[src/rtl/counter8_sched_pkg.sv]
// Shared types and helpers for the counter8 round-robin scheduler.
// Optional abort support is enabled by defining COUNTER8_SCHED_ABORT_EN.
package counter8_sched_pkg;

    localparam int CNT_W_DEFAULT = 8;

    typedef enum logic [1:0] {
        IDLE,
        LOAD,
        COUNT,
        DONE
    } sched_state_e;

    // A single requester still needs a 1-bit index.
    function automatic int idx_w(input int num_req);
        return (num_req > 1) ? $clog2(num_req) : 1;
    endfunction

endpackage

[src/rtl/counter8_sched_rr_arbiter.sv]
// Combinational round-robin pick: first set request at or after the pointer, wrapping.
module rr_arbiter
    import counter8_sched_pkg::*;
#(
    parameter int NUM_REQ = 4,
    parameter int IDX_W   = idx_w(NUM_REQ)
) (
    input  logic [NUM_REQ-1:0] req,
    input  logic [IDX_W-1:0]   pointer,
    output logic [NUM_REQ-1:0] grant,
    output logic [IDX_W-1:0]   index
);

    logic             found;
    logic [IDX_W-1:0] k;

    always_comb begin
        // NOTE: every output gets a default first so no path through the loop infers a latch.
        grant = '0;
        index = '0;
        found = 1'b0;
        k     = '0;
        for (int i = 0; i < NUM_REQ; i++) begin
            k = IDX_W'((int'(pointer) + i) % NUM_REQ);
            if (!found && req[k]) begin
                found    = 1'b1;
                grant[k] = 1'b1;
                index    = k;
            end
        end
    end

endmodule

[src/rtl/counter8_sched.sv]
// Round-robin scheduler owning the control pins of one shared counter8.
// Define COUNTER8_SCHED_ABORT_EN to add abort_i / aborted_o.
module counter8_sched
    import counter8_sched_pkg::*;
#(
    parameter int NUM_REQ = 4,
    parameter int CNT_W   = CNT_W_DEFAULT
) (
    input  logic                     clk_i,
    input  logic                     rst_i,
    input  logic [NUM_REQ-1:0]       req_i,
    input  logic [NUM_REQ*CNT_W-1:0] delay_i,
    output logic [NUM_REQ-1:0]       gnt_o,
    output logic [NUM_REQ-1:0]       done_o,
    output logic                     busy_o,
    output logic                     load_o,
    output logic                     en_o,
    output logic [CNT_W-1:0]         data_o,
    input  logic [CNT_W-1:0]         cnt_i
`ifdef COUNTER8_SCHED_ABORT_EN
    ,
    input  logic                     abort_i,
    output logic                     aborted_o
`endif
);

    localparam int IDX_W = idx_w(NUM_REQ);

    sched_state_e      state;
    logic [IDX_W-1:0]  rr_ptr;
    logic [IDX_W-1:0]  idx_q;
    logic [CNT_W-1:0]  delay_q;

    logic [NUM_REQ-1:0] arb_gnt;
    logic [IDX_W-1:0]   arb_idx;
    logic [CNT_W-1:0]   delay_arr [NUM_REQ];
    logic               abort_hit;
    logic               at_target;

    for (genvar g = 0; g < NUM_REQ; g++) begin : g_unpack
        assign delay_arr[g] = delay_i[g*CNT_W +: CNT_W];
    end

    rr_arbiter #(
        .NUM_REQ (NUM_REQ),
        .IDX_W   (IDX_W)
    ) u_arb (
        .req     (req_i),
        .pointer (rr_ptr),
        .grant   (arb_gnt),
        .index   (arb_idx)
    );

`ifdef COUNTER8_SCHED_ABORT_EN
    assign abort_hit = abort_i && ((state == LOAD) || (state == COUNT));
`else
    assign abort_hit = 1'b0;
`endif

    assign at_target = (cnt_i == delay_q);

    // Counter pins are gated by rst_i so they drop in the reset cycle itself.
    assign load_o = !rst_i && (state == LOAD);
    assign en_o   = !rst_i && (state == COUNT) && !at_target && !abort_hit;
    assign data_o = '0;
    assign busy_o = (state != IDLE);

    // NOTE: reset is synchronous, so it lives inside the clocked block rather than the sensitivity list.
    always_ff @(posedge clk_i) begin
        if (rst_i) begin
            state   <= IDLE;
            gnt_o   <= '0;
            done_o  <= '0;
            rr_ptr  <= '0;
            idx_q   <= '0;
            delay_q <= '0;
`ifdef COUNTER8_SCHED_ABORT_EN
            aborted_o <= 1'b0;
`endif
        end else begin
            // NOTE: state updates use non-blocking assignments so every register sees pre-edge values.
            case (state)
                IDLE: begin
                    if (|req_i) begin
                        idx_q   <= arb_idx;
                        delay_q <= delay_arr[arb_idx];
                        gnt_o   <= arb_gnt;
                        state   <= LOAD;
                    end
                end
                LOAD: begin
                    if (abort_hit) begin
                        done_o <= gnt_o;
                        gnt_o  <= '0;
                        state  <= DONE;
`ifdef COUNTER8_SCHED_ABORT_EN
                        aborted_o <= 1'b1;
`endif
                    end else begin
                        state <= COUNT;
                    end
                end
                COUNT: begin
                    if (abort_hit || at_target) begin
                        done_o <= gnt_o;
                        gnt_o  <= '0;
                        state  <= DONE;
`ifdef COUNTER8_SCHED_ABORT_EN
                        aborted_o <= abort_hit;
`endif
                    end
                end
                DONE: begin
                    done_o <= '0;
                    rr_ptr <= (idx_q == IDX_W'(NUM_REQ - 1)) ? '0 : idx_q + 1'b1;
                    state  <= IDLE;
`ifdef COUNTER8_SCHED_ABORT_EN
                    aborted_o <= 1'b0;
`endif
                end
                default: state <= IDLE;
            endcase
        end
    end

endmodule

[config.mk]
export PLATFORM = sky130hd
export DESIGN_NAME = counter8_sched
export DESIGN_NICKNAME = d
export VERILOG_FILES = /design/src/rtl/counter8_sched_pkg.sv /design/src/rtl/counter8_sched_rr_arbiter.sv /design/src/rtl/counter8_sched.sv
export SDC_FILE = /design/constraint.sdc
export NUM_CORES = 1
export LEC_CHECK = 0
export ABC_AREA = 1
export BUFFER_PORTS_ARGS = -buffer_cell sky130_fd_sc_hd__buf_2
export CAP_MARGIN = 20
export CORE_MARGIN = 5
export CORE_UTILIZATION = 46
export DETAILED_ROUTE_END_ITERATION = 10
export HOLD_SLACK_MARGIN = 0.02
export PLACE_DENSITY = 0.85
export SYNTH_ARGS = -nofsm -noshare
export SYNTH_HDL_FRONTEND = slang
export SYNTH_HIERARCHICAL = 1
export SYNTH_SLANG_ARGS = --single-unit
[constraint.sdc]
create_clock -name clk_i -period 2.3 [get_ports clk_i]
set_input_delay 0 -clock clk_i [delete_from_list [all_inputs] [get_ports clk_i]]
set_output_delay 0 -clock clk_i [all_outputs]
set_load 0.01 [all_outputs]
==> summary.md, run 1 <==
| Metric | Value |
|---|---|
| Outcome | `finished clean` |
| First-pass GRT wire length | `8183 um` |
| Post-route insts no fill | `416` |
| DRT Pass-1 Iters | `4` |
| Number of I/O pins | `65` |
| Worst path cell trace | `inv_6, ha_4, inv_2, nand3_1, nand2_2, nand3_1, nor2_1, nor2_1, nor2_2, buf_2, nor2_1, nor2_1, o21ai_0, a31oi_1` |
| Starting density of the core | `0.4817` |
| Final hold vios | `0` |
| Synth Instances | `305` |
| CP Class | `reg -> reg` |
| Initial antenna violation count | `0` |
| Total global-route track usage | `0.1804` |
| Max Slew Vio Count | `0` |
| TritonCTS clock tree | `built` |
| Setup TNS | `0 ps` |
| Std cell rows | `23` |
| Clk sinks | `22` |
| Worst hold path class | `in -> reg` |
| Die width | `75.18 um` |
| Routed wire length | `4858 um` |
| Reg area | `441.7 um2` |
| Fmax | `480.9 MHz` |
| Cell taking the most area after synthesis | `dfxtp_1` |
| Layout overhead on the synthesized area | `20.93%` |
| Seq cells post-synth | `22` |
| CP Max Fanout | `6` |
| Vias in the first global route | `1970` |
| Clock skew | `7.199 ps` |
| Post-synth EDFFs | `0` |
| Routability-driven placement congestion ratio | `1.020` |
| Syn Area/Cell | `6.408 um2` |
| H-tree depth | `1` |
| I/O Buffers | `56` |
| Max clock buf depth | `2` |
| Share of cells above drive strength 1 | `0.2650` |
| WP data arrival | `2280 ps` |
| Area of the die | `0.005652 mm2` |
| Netlist cell types | `34` |
| Vias | `2119` |
| Via/cell ratio | `5.094` |
| Leakage | `1.222 nW` |
| Syn Std Cell Area | `0.001954 mm2` |
| Die height | `75.18 um` |
| RSZ-0062 raised after global routing | `no` |
| Cell family with most CP delay | `simple AND/OR/NAND/NOR gates` |
| Post-synth top cells | `58 x nand2_1, 56 x nor2_1, 27 x nand3_1` |
| CP startpoint kind | `flop` |
| Reg clk slew, reported paths | `90 ps` |
| Top-count cell post-synth | `nand2_1` |
| Top-area cell type share of the netlist area | `0.2254` |
| Post-Place Cells | `409` |
| Later-pin clock latency in the skew report | `270 ps` |
| Setup Viol. Count Final | `0` |
| DR WL/cell | `11.68 um` |
| Max Cap Viol | `0` |
| Asr flop ratio synth | `0` |
| Area of the multi-input gates | `0.001308 mm2` |
| Drc violations | `0` |
| Required time worst endpoint | `2500 ps` |
| Sequential area share after synthesis | `0.2254` |
| Post-route cell area | `0.002364 mm2` |
| Synth warn | `6` |
| Top cells by area, synth | `dfxtp_1 23%, nand2_1 11%, nor2_1 11%, ha_1 7.0%, nand3_1 6.9%` |
| Hpwl dp | `3745 um` |
| Antenna Nets Post-Route | `0` |
| Setup crit end kind | `flop` |
| Nets@finish | `424` |
| DP Area | `0.002247 mm2` |
| Post-layout min period | `2079 ps` |
| Bufs and invs on worst path | `3` |
| Primary FF master, synth | `dfxtp_1` |
| Largest net degree at the start of global routing | `20` |
| Starting DRC count in detailed routing | `143` |
| Fillers | `371` |
| Top cell by count, worst path | `nor2_1` |
| Slowest cell delay on critical path | `370 ps` |
| Fin crit share | `0.9040` |
| GRT overflow | `0` |
| Diodes inserted | `0` |
| Pwr Density | `1127 mW/mm2` |
| Max VDD drop | `901.1 uV` |
| Slowest cell on the critical path | `dfxtp_2` |
| TritonCTS buffer count | `3` |
| Core area | `0.004058 mm2` |
| CTS Root Cell | `clkbuf_8` |
==> cell families (layout without fill, tap and decap cells) <==
logic type,after synthesis,after routing,share of synthesized area
DFF,22,22,0.2254
and+or+nand+nor,162,162,0.3899
AOI/OAI and AO/OA,58,58,0.1709
xor gates and xnor gates,3,3,0.01345
adders and majority gates,11,11,0.07042
other,1,8,0.001919
buffers and inverters,48,102,0.1280
==> cell usage in the layout (no fill, tap or decap), drive strengths merged <==
master,Yosys,final
nor2,60,60
conb,1,8
a31oi,4,4
nand2,68,68
buf,13,64
dlygate4sd3,0,1
xnor2,3,3
clkbuf,2,3
a211oi,2,2
ha,11,11
bufinv,0,1
nor3,1,1
clkinv,1,1
o21ai,28,28
inv,32,32
a21oi,13,13
o22ai,4,4
nand3b,4,4
nand3,29,29
dfxtp,22,22
a21boi,7,7
==> tightest hold or removal path, cell delays in order <==
cell and delay [ps]:
buf_2 70, o21ai_0 60, a31oi_1 140
==> report_power, final <==
group          total (W)  internal [W]  leakage (nW)  switching, W
registers       0.000594      0.000512         0.182     0.0000821
clock network   0.000364      0.000233        0.0357      0.000132
logic            0.00171      0.000655          1.00       0.00105
==> layer usage <==
| layer | track usage | up-vias | wire length (um) |
|---|---|---|---|
| met5 | 0 | - | 0 |
| met4 | 0.03689 | 0 | 27 |
| met3 | 0.03471 | 6 | 393 |
| met2 | 0.3317 | 81 | 2392 |
| met1 | 0.2171 | 943 | 2045 |
| li1 | - | 1089 | - |
==> flip-flops by register name, indices dropped and copies added (netlist names) <==
| name | count |
|---|---|
| delay_q | 8 |
| state | 2 |
| done_o | 4 |
| gnt_o | 4 |
| idx_q | 2 |
| rr_ptr | 2 |
==> final cells by class <==
class                   count  share of cell area
multi-input cells         242              0.5532
flip-flops and latches     22              0.1869
repair buffers             65              0.1488
inverters                  33             0.05453
well taps                  50             0.02647
clock buffers               3             0.01747
clock inverters             1             0.01271
==> path summary, 6_finish.rpt <==
| path | from | to | slack (ps) | depth (start not counted) |
|---|---|---|---|---|
| setup reg to reg | rr_ptr[0] | delay_q[2] | 220 | 14 |
| setup / recovery | rr_ptr[0] | delay_q[2] | 220 | 14 |
| hold reg to reg | delay_q[1] | delay_q[1] | 470 | 2 |
| hold / removal | delay_i[10] | delay_q[2] | 40 | 3 |
==> repair_timing <==
item,in CTS,in global routing
pin swaps,0,1
setup endpoints to repair,1,8
hold buffers,1,0
resized for setup,1,5
hold endpoints to repair,3,0
buffers inserted,0,1
cloned,0,1
==> metrics by stage <==
stage	utilization	power (W)	worst slack, ps	hold WS (ps)
floorplan	-	0.001893	18.46	47.53
global placement	0.5538	0.002155	116.7	284.0
detailed placement	0.5538	0.002203	11.42	287.4
CTS	0.5748	0.002593	6.045	44.15
global route	0.5825	0.002921	29.97	57.28
finish	0.5825	0.002663	220.7	44.65
Note: power is estimated with default switching activity, not from simulation.
==> run 2, diff against run 1 <==
--- a/config.mk
+++ b/config.mk
@@ -5,7 +5,6 @@
 export SDC_FILE = /design/constraint.sdc
 export NUM_CORES = 1
 export LEC_CHECK = 0
-export ABC_AREA = 1
 export BUFFER_PORTS_ARGS = -buffer_cell sky130_fd_sc_hd__buf_2
 export CAP_MARGIN = 20
 export CORE_MARGIN = 5
==> summary.md, run 2 <==
| Metric | Value |
|---|---|
| Outcome | `finished with violations` |
| Violated checks | `setup timing` |
| Most frequent cells in the layout | `56 x buf_2, 26 x nand2_1, 20 x dfxtp_1` |
| CTS Root Cell | `clkbuf_8` |
| CP startpoint kind | `flop` |
| Seq cells post-synth | `22 (unchanged)` |
| DRT Pass-1 Iters | `4 (unchanged)` |
| CP Max Fanout | `9 (+3)` |
| Clk sinks | `22 (unchanged)` |
| Setup slack, reg-to-reg | `-4 ps (-220 ps)` |
| Routed wire length | `4573 um (-5.9%)` |
| Relative slew slack | `0.6694` |
| Setup TNS | `-3.776 ps (-3.776 ps)` |
| Worst hold stages | `2 (-1)` |
| H-tree depth | `1 (unchanged)` |
| Synth Instances | `200 (-34%)` |
| Area of the die | `0.005435 mm2 (-3.8%)` |
| Power, Total | `0.002041 W (-23%)` |
| WP data arrival | `2440 ps (+160 ps)` |
| Die width | `73.73 um (-1.9%)` |
| Max clock buf depth | `2 (unchanged)` |
| Logic pwr share | `0.595 (-0.045)` |
| I/O Buffers | `56 (unchanged)` |
| Starting density of the core | `0.4704 (-0.01127)` |
| Min-Delay Endpoint | `rr_ptr[1]` |
| Least-Margin Pin Slew | `492.3 ps` |
| Nets@finish | `320 (-25%)` |
| Netlist cell types | `43 (+26%)` |
| Largest register FFs | `8 (unchanged)` |
| Die height | `73.73 um (-1.9%)` |
| Syn Area/Cell | `9.340 um2 (+46%)` |
| Post-layout min period | `2304 ps (+224.5 ps)` |
| Post-CTS setup buffers | `0 (unchanged)` |
| RSZ-0062 raised after global routing | `yes` |
| Std cell rows | `23 (unchanged)` |
| Sequential area share after synthesis | `0.2358 (+0.01041)` |
| Drc violations | `0 (unchanged)` |
| CP Class | `reg -> reg` |
| Layout overhead on the synthesized area | `23.78%` |
| Later-pin clock latency in the skew report | `260 ps (about the same)` |
| Routability-driven placement congestion ratio | `0.8760 (-14%)` |
| Launch point of the worst reg-to-reg path | `rr_ptr[0]` |
| Cts hold-fix bufs | `0 (-1)` |
| Biggest regs | `delay_q x8, done_o x4, gnt_o x4` |
| Primary FF master, synth | `dfxtp_1` |
| Diodes inserted | `0 (unchanged)` |
| Final hold vios | `0 (unchanged)` |
| Area of the multi-input gates | `0.001321 mm2 (+1.1%)` |
| Fmax | `434.1 MHz (-9.7%)` |
| Starting DRC count in detailed routing | `67 (-53%)` |
| Top cells by area, synth | `dfxtp_1 24%, mux4_2 14%, ha_1 7.4%, nand2_1 5.2%, o211ai_1 4.0%` |
| Hpwl dp | `3598 um (-3.9%)` |
| Total global-route track usage | `0.1720 (-0.008356)` |
| Psw | `0.0008591 W (-32%)` |
| Clock skew | `6.607 ps (-0.5918 ps)` |
| Worst hold path class | `in -> reg` |
| TritonCTS buffer count | `3 (unchanged)` |
| Share of cells above drive strength 1 | `0.3870 (+0.1219)` |
| Largest Register | `delay_q` |
| Top-count cell post-synth | `nand2_1` |
| Hold_sp | `rst_i` |
| Vias in the first global route | `1773 (-10%)` |
| Post-synth top cells | `26 x nand2_1, 22 x dfxtp_1, 14 x a21oi_1` |
| Setup crit end kind | `flop` |
| Top-area cell type share of the netlist area | `0.2358 (+0.01041)` |
| Switching Fraction | `0.4209 (-0.05367)` |
| DR WL/cell | `14.70 um (+26%)` |
| Clock network power share | `0.116 (-0.021)` |
| Number of I/O pins | `65 (unchanged)` |
| Initial antenna violation count | `0 (unchanged)` |
| Max Slew Vio Count | `0 (unchanged)` |
| Pwr Density | `882.8 mW/mm2 (-22%)` |
| Most common cell after layout, fill and taps aside | `buf_2` |
| Max VDD drop | `554.1 uV (-39%)` |
| Setup Viol. Count Final | `1 (+1)` |
| TritonCTS clock tree | `built` |
| Largest net degree at the start of global routing | `22 (+10%)` |
| Via/cell ratio | `5.685 (+12%)` |
| Fin crit share | `1.002 (+0.09761)` |
| Reg area | `445.4 um2 (+0.85%)` |
| GRT overflow | `0 (unchanged)` |
| Reg2reg path depth | `8 (-6)` |
| Fillers | `334 (-10%)` |
| Synth warn | `6 (unchanged)` |
| Vias | `1768 (-17%)` |
| Worst setup margin | `-3.776 ps (-224.5 ps)` |
| Cell taking the most area after synthesis | `dfxtp_1` |
| Reg clk slew, reported paths | `70 ps (-20 ps)` |
| RR Endpoint | `delay_q[2]` |
| Post-synth EDFFs | `0 (unchanged)` |
| Internal power | `0.001182 W (-16%)` |
| Asr flop ratio synth | `0 (unchanged)` |
| Seq pwr share | `0.290 (+0.067)` |
| Required time worst endpoint | `2430 ps (-70 ps)` |
| Max Cap Viol | `0 (unchanged)` |
| Syn Std Cell Area | `0.001868 mm2 (-4.4%)` |
| Leakage | `0.9461 nW (-23%)` |
| Fin util | `0.5822 (about the same)` |
| Antenna Nets Post-Route | `0 (unchanged)` |
| Core area | `0.003971 mm2 (-2.1%)` |
| First-pass GRT wire length | `7541 um (-7.8%)` |
-- run 2: cell types whose count changed after synthesis, moves of 6 or more --
cell      delta
clkbuf_1     +6
inv_1       -17
inv_2        -6
mux4_2      +12
nand2_1     -32
nand3_1     -25
nor2_1      -47
o211ai_1    +10
o21ai_0     -23
-- run 2: critical path, cell delays in order (launching register included) --
cell and delay, ps:
dfxtp_4 390, mux4_2 540, nor2_1 110, nor2_1 50, o31ai_2 260, buf_12 180, mux4_2 500, nand2_1 90
a21oi_1 50
-- run 2: repair_timing --
action,in CTS,in global routing
gates resized for setup,4,0
setup endpoints to repair,8,8
pin swaps,1,0
endpoints found under the hold margin,0,0
-- run 2: area by class of cell --
| class | count | share of cell area |
|---|---|---|
| Sequential cell | 22 | 0.1926 |
| Multi-Input combinational cell | 157 | 0.5714 |
| Tap cell | 50 | 0.02706 |
| Clock buffer | 3 | 0.01786 |
| Inverter | 8 | 0.01407 |
| Timing Repair Buffer | 71 | 0.1769 |
-- run 2: power groups by stage --
| stage | clock (W) | combinational, W | sequential [W] |
|---|---|---|---|
| 6_report | 0.000236 | 0.00121 | 0.000591 |
| 4_1_cts | 0.000239 | 0.00122 | 0.000591 |
| 3_3_place_gp | 0 | 0.00116 | 0.000592 |
| 3_5_place_dp | 0 | 0.00121 | 0.000598 |
| 2_1_floorplan | 0 | 0.000881 | 0.000585 |
| 5_1_grt | 0.000252 | 0.00135 | 0.000604 |
-- run 2: how the worst max path moves through the flow --
stage | from | end | cells past startpoint
after detailed placement | rr_ptr[0] | delay_q[2] | 8
after global placement | rr_ptr[0] | delay_q[7] | 8
after floorplan | rr_ptr[0] | delay_q[1] | 11
after CTS | rr_ptr[0] | delay_q[2] | 8
after global routing | rr_ptr[0] | delay_q[4] | 8
final | rr_ptr[0] | delay_q[2] | 8
-- run 2: cell families after synthesis --
| kind of cell | Yosys count | synth area share |
|---|---|---|
| adder cells (fa/ha/maj) | 11 | 0.07368 |
| AO/OA/AOI/OAI | 52 | 0.2070 |
| buffers and inverters | 28 | 0.08238 |
| XOR/XNOR | 8 | 0.03751 |
| other | 1 | 0.002007 |
| flip-flops | 22 | 0.2358 |
| multiplexers | 16 | 0.1668 |
| AND/OR/NAND/NOR | 62 | 0.1949 |
-- run 2: metal layers --
layer,up-vias,global-route usage,share of wire
li1,860,-,-
met1,842,0.1971,0.40
met2,62,0.3219,0.54
met3,4,0.03010,0.056
met4,0,0.04829,0.0090
met5,-,0,0
-- run 2: stage by stage --
| step | cell area (um2) | setup slack, ps | hold slack, ps | instances |
|---|---|---|---|---|
| after global placement | 2261 | -10.62 | 395.5 | 308 |
| after detailed placement | 2261 | -56.25 | 415.5 | 308 |
| after floorplan | 1914 | -228.6 | 243.9 | 207 |
| final | 2312 | -3.776 | 152.5 | 311 |
| after CTS | 2312 | -21.02 | 148.5 | 311 |
| after global routing | 2312 | -147.2 | 168.3 | 311 |
==> run 3, diff against run 2 <==
--- a/config.mk
+++ b/config.mk
@@ -5,13 +5,14 @@
 export SDC_FILE = /design/constraint.sdc
 export NUM_CORES = 1
 export LEC_CHECK = 0
+export ABC_AREA = 1
 export BUFFER_PORTS_ARGS = -buffer_cell sky130_fd_sc_hd__buf_2
 export CAP_MARGIN = 20
 export CORE_MARGIN = 5
-export CORE_UTILIZATION = 46
+export CORE_UTILIZATION = 51
 export DETAILED_ROUTE_END_ITERATION = 10
 export HOLD_SLACK_MARGIN = 0.02
-export PLACE_DENSITY = 0.85
+export PLACE_DENSITY = 0.89
 export SYNTH_ARGS = -nofsm -noshare
 export SYNTH_HDL_FRONTEND = slang
 export SYNTH_HIERARCHICAL = 1
==> constraint.sdc (replaced) <==
create_clock -name clk_i -period 2.2 [get_ports clk_i]
set_input_delay 0 -clock clk_i [delete_from_list [all_inputs] [get_ports clk_i]]
set_output_delay 0 -clock clk_i [all_outputs]
set_load 0.01 [all_outputs]
==> summary.md, run 3 (synthesized netlist as in run 1, its figures left out) <==
| Metric | Value |
|---|---|
| TritonCTS buffer count | `3 (unchanged)` |
| Antenna Nets Post-Route | `0 (unchanged)` |
| Gr busiest metal | `met2` |
| Starting DRC count in detailed routing | `131 (+96%)` |
| Fmax | `478.3 MHz (+10%)` |
| RSZ-0062 raised after global routing | `yes` |
| Max Cap Viol | `0 (unchanged)` |
| Most frequent cells in the layout | `56 x nand2_1, 56 x buf_2, 54 x nor2_1` |
| Power, Total | `0.002700 W (+32%)` |
| Nets@finish | `424 (+33%)` |
| Total global-route track usage | `0.1922 (+0.02016)` |
| Outcome | `finished clean` |
| Worst hold path class | `in -> reg` |
| Largest Register | `delay_q` |
| Std cell rows | `22 (-4.3%)` |
| H-tree depth | `1 (unchanged)` |
| Area of the multi-input gates | `0.001338 mm2 (+1.2%)` |
| Via/cell ratio | `5.155 (-9.3%)` |
| Largest register FFs | `8 (unchanged)` |
| Pwr Density | `1140 mW/mm2 (+29%)` |
| Number of I/O pins | `65 (unchanged)` |
| Layout overhead on the synthesized area | `21.19%` |
| GR Layer Usage met2 | `0.3622 (+0.04039)` |
| GRT overflow | `0 (unchanged)` |
| CTS Root Cell | `clkbuf_8` |
| Setup Viol. Count Final | `0 (-1)` |
| Final hold vios | `0 (unchanged)` |
| Die width | `71.91 um (-2.5%)` |
| Largest net degree at the start of global routing | `20 (-9.1%)` |
| Fin crit share | `0.9504 (-0.05126)` |
| Vias in the first global route | `2056 (+16%)` |
| WP data arrival | `2240 ps (-200 ps)` |
| Fillers | `365 (+9.3%)` |
| Routability-driven placement congestion ratio | `0.9223 (+5.3%)` |
| Reg area | `442.9 um2 (-0.56%)` |
| TritonCTS clock tree | `built` |
| Vias | `2129 (+20%)` |
| Clock skew | `7.643 ps (+1.036 ps)` |
| Initial antenna violation count | `0 (unchanged)` |
| Fin util | `0.6421 (+0.05990)` |
| DR WL/cell | `11.81 um (-20%)` |
| Clk sinks | `22 (unchanged)` |
| Later-pin clock latency in the skew report | `260 ps (about the same)` |
| Routed wire length | `4876 um (+6.6%)` |
| Starting density of the core | `0.5299 (+0.05947)` |
| Setup crit end kind | `flop` |
| Leakage | `1.222 nW (+29%)` |
| Area of the die | `0.005170 mm2 (-4.9%)` |
| CP Max Fanout | `17 (+8)` |
| CP Class | `reg -> reg` |
| Max VDD drop | `741.2 uV (+34%)` |
| I/O Buffers | `56 (unchanged)` |
| Drc violations | `0 (unchanged)` |
| Diodes inserted | `0 (unchanged)` |
| Met3 Usage GRT | `0.04432 (+0.01423)` |
| CP startpoint kind | `flop` |
| Required time worst endpoint | `2350 ps (-80 ps)` |
| Max clock buf depth | `2 (unchanged)` |
| Biggest regs | `delay_q x8, done_o x4, gnt_o x4` |
| Post-route cell area | `0.002369 mm2 (+2.4%)` |
| First-pass GRT wire length | `8307 um (+10%)` |
| DP Area | `0.002255 mm2 (-0.28%)` |
| Hpwl dp | `3840 um (+6.8%)` |
| Met1 Usage GRT | `0.2125 (+0.01533)` |
| Share of cells above drive strength 1 | `0.2822 (-0.1048)` |
| Die height | `71.91 um (-2.5%)` |
| Post-layout min period | `2091 ps (-212.9 ps)` |
| DRT Pass-1 Iters | `4 (unchanged)` |
| Max Slew Vio Count | `0 (unchanged)` |
| Core area | `0.003689 mm2 (-7.1%)` |
| Reg clk slew, reported paths | `80 ps (about the same)` |
-- run 3: cell types whose count changed in the layout (fill, tap and decap cells not counted), moves of 12 or more --
cell     delta
nor2_1     +45
nand2_1    +30
o21ai_0    +23
nand3_1    +22
inv_1      +18
mux4_2     -12
-- run 3: report_power, final --
part           switching [W]  leakage [nW]  internal [W]
logic                0.00112          1.02      0.000710
clock network       0.000124        0.0216      0.000122
registers          0.0000838         0.183      0.000536
-- run 3: path summary, 6_finish.rpt --
path | startpoint | cells past startpoint | endpoint | slack [ps]
hold reg to reg | delay_q[1] | 2 | delay_q[1] | 480
setup reg to reg | rr_ptr[0] | 14 | delay_q[0] | 110
setup / recovery | rr_ptr[0] | 14 | delay_q[0] | 110
hold / removal | delay_i[29] | 3 | delay_q[5] | 40
-- run 3: cell type report --
| type | instances | area share |
|---|---|---|
| repair buffers | 65 | 0.1511 |
| multi-input cells | 242 | 0.5647 |
| inverters | 33 | 0.05441 |
| flip-flops and latches | 22 | 0.1870 |
| clock buffers | 3 | 0.01743 |
| well taps | 48 | 0.02536 |
-- run 3: per-stage QoR --
step	setup slack, ps	hold WS, ps	instances	TNS, ps
after detailed placement	27.98	278.0	408	0
after global routing	-25.61	65.69	413	-48.18
after floorplan	18.83	47.53	312	0
after CTS	34.09	42.07	412	0
final	109.2	44.48	413	0
after global placement	122.5	272.3	408	0
-- run 3: timing repair --
item,in CTS,in global routing
hold buffers,1,0
endpoints found under the hold margin,3,0
setup buffers,0,1
gates cloned,0,0
setup endpoints to repair,2,8
gates resized for setup,1,11
pin swaps,0,2
-- run 3: per-layer routing --
layer	wire [um]	up-vias	share of wire
met1	1988	947	0.41
met3	409	4	0.084
li1	-	1094	-
met4	35	0	0.0072
met5	0	-	0
met2	2443	84	0.50
-- run 3: critical path: stages, from the launching register on --
cell and delay [ps]:
dfxtp_2 370, buf_4 190, nand2_1 100, nand2_2 110
nand2_4 90, nand2_4 130, inv_1 70, o21ai_1 90
nor2_1 70, nor2_2 170, inv_2 160, o21ai_0 170
o22ai_1 90, nor2_1 130, a211oi_2 40
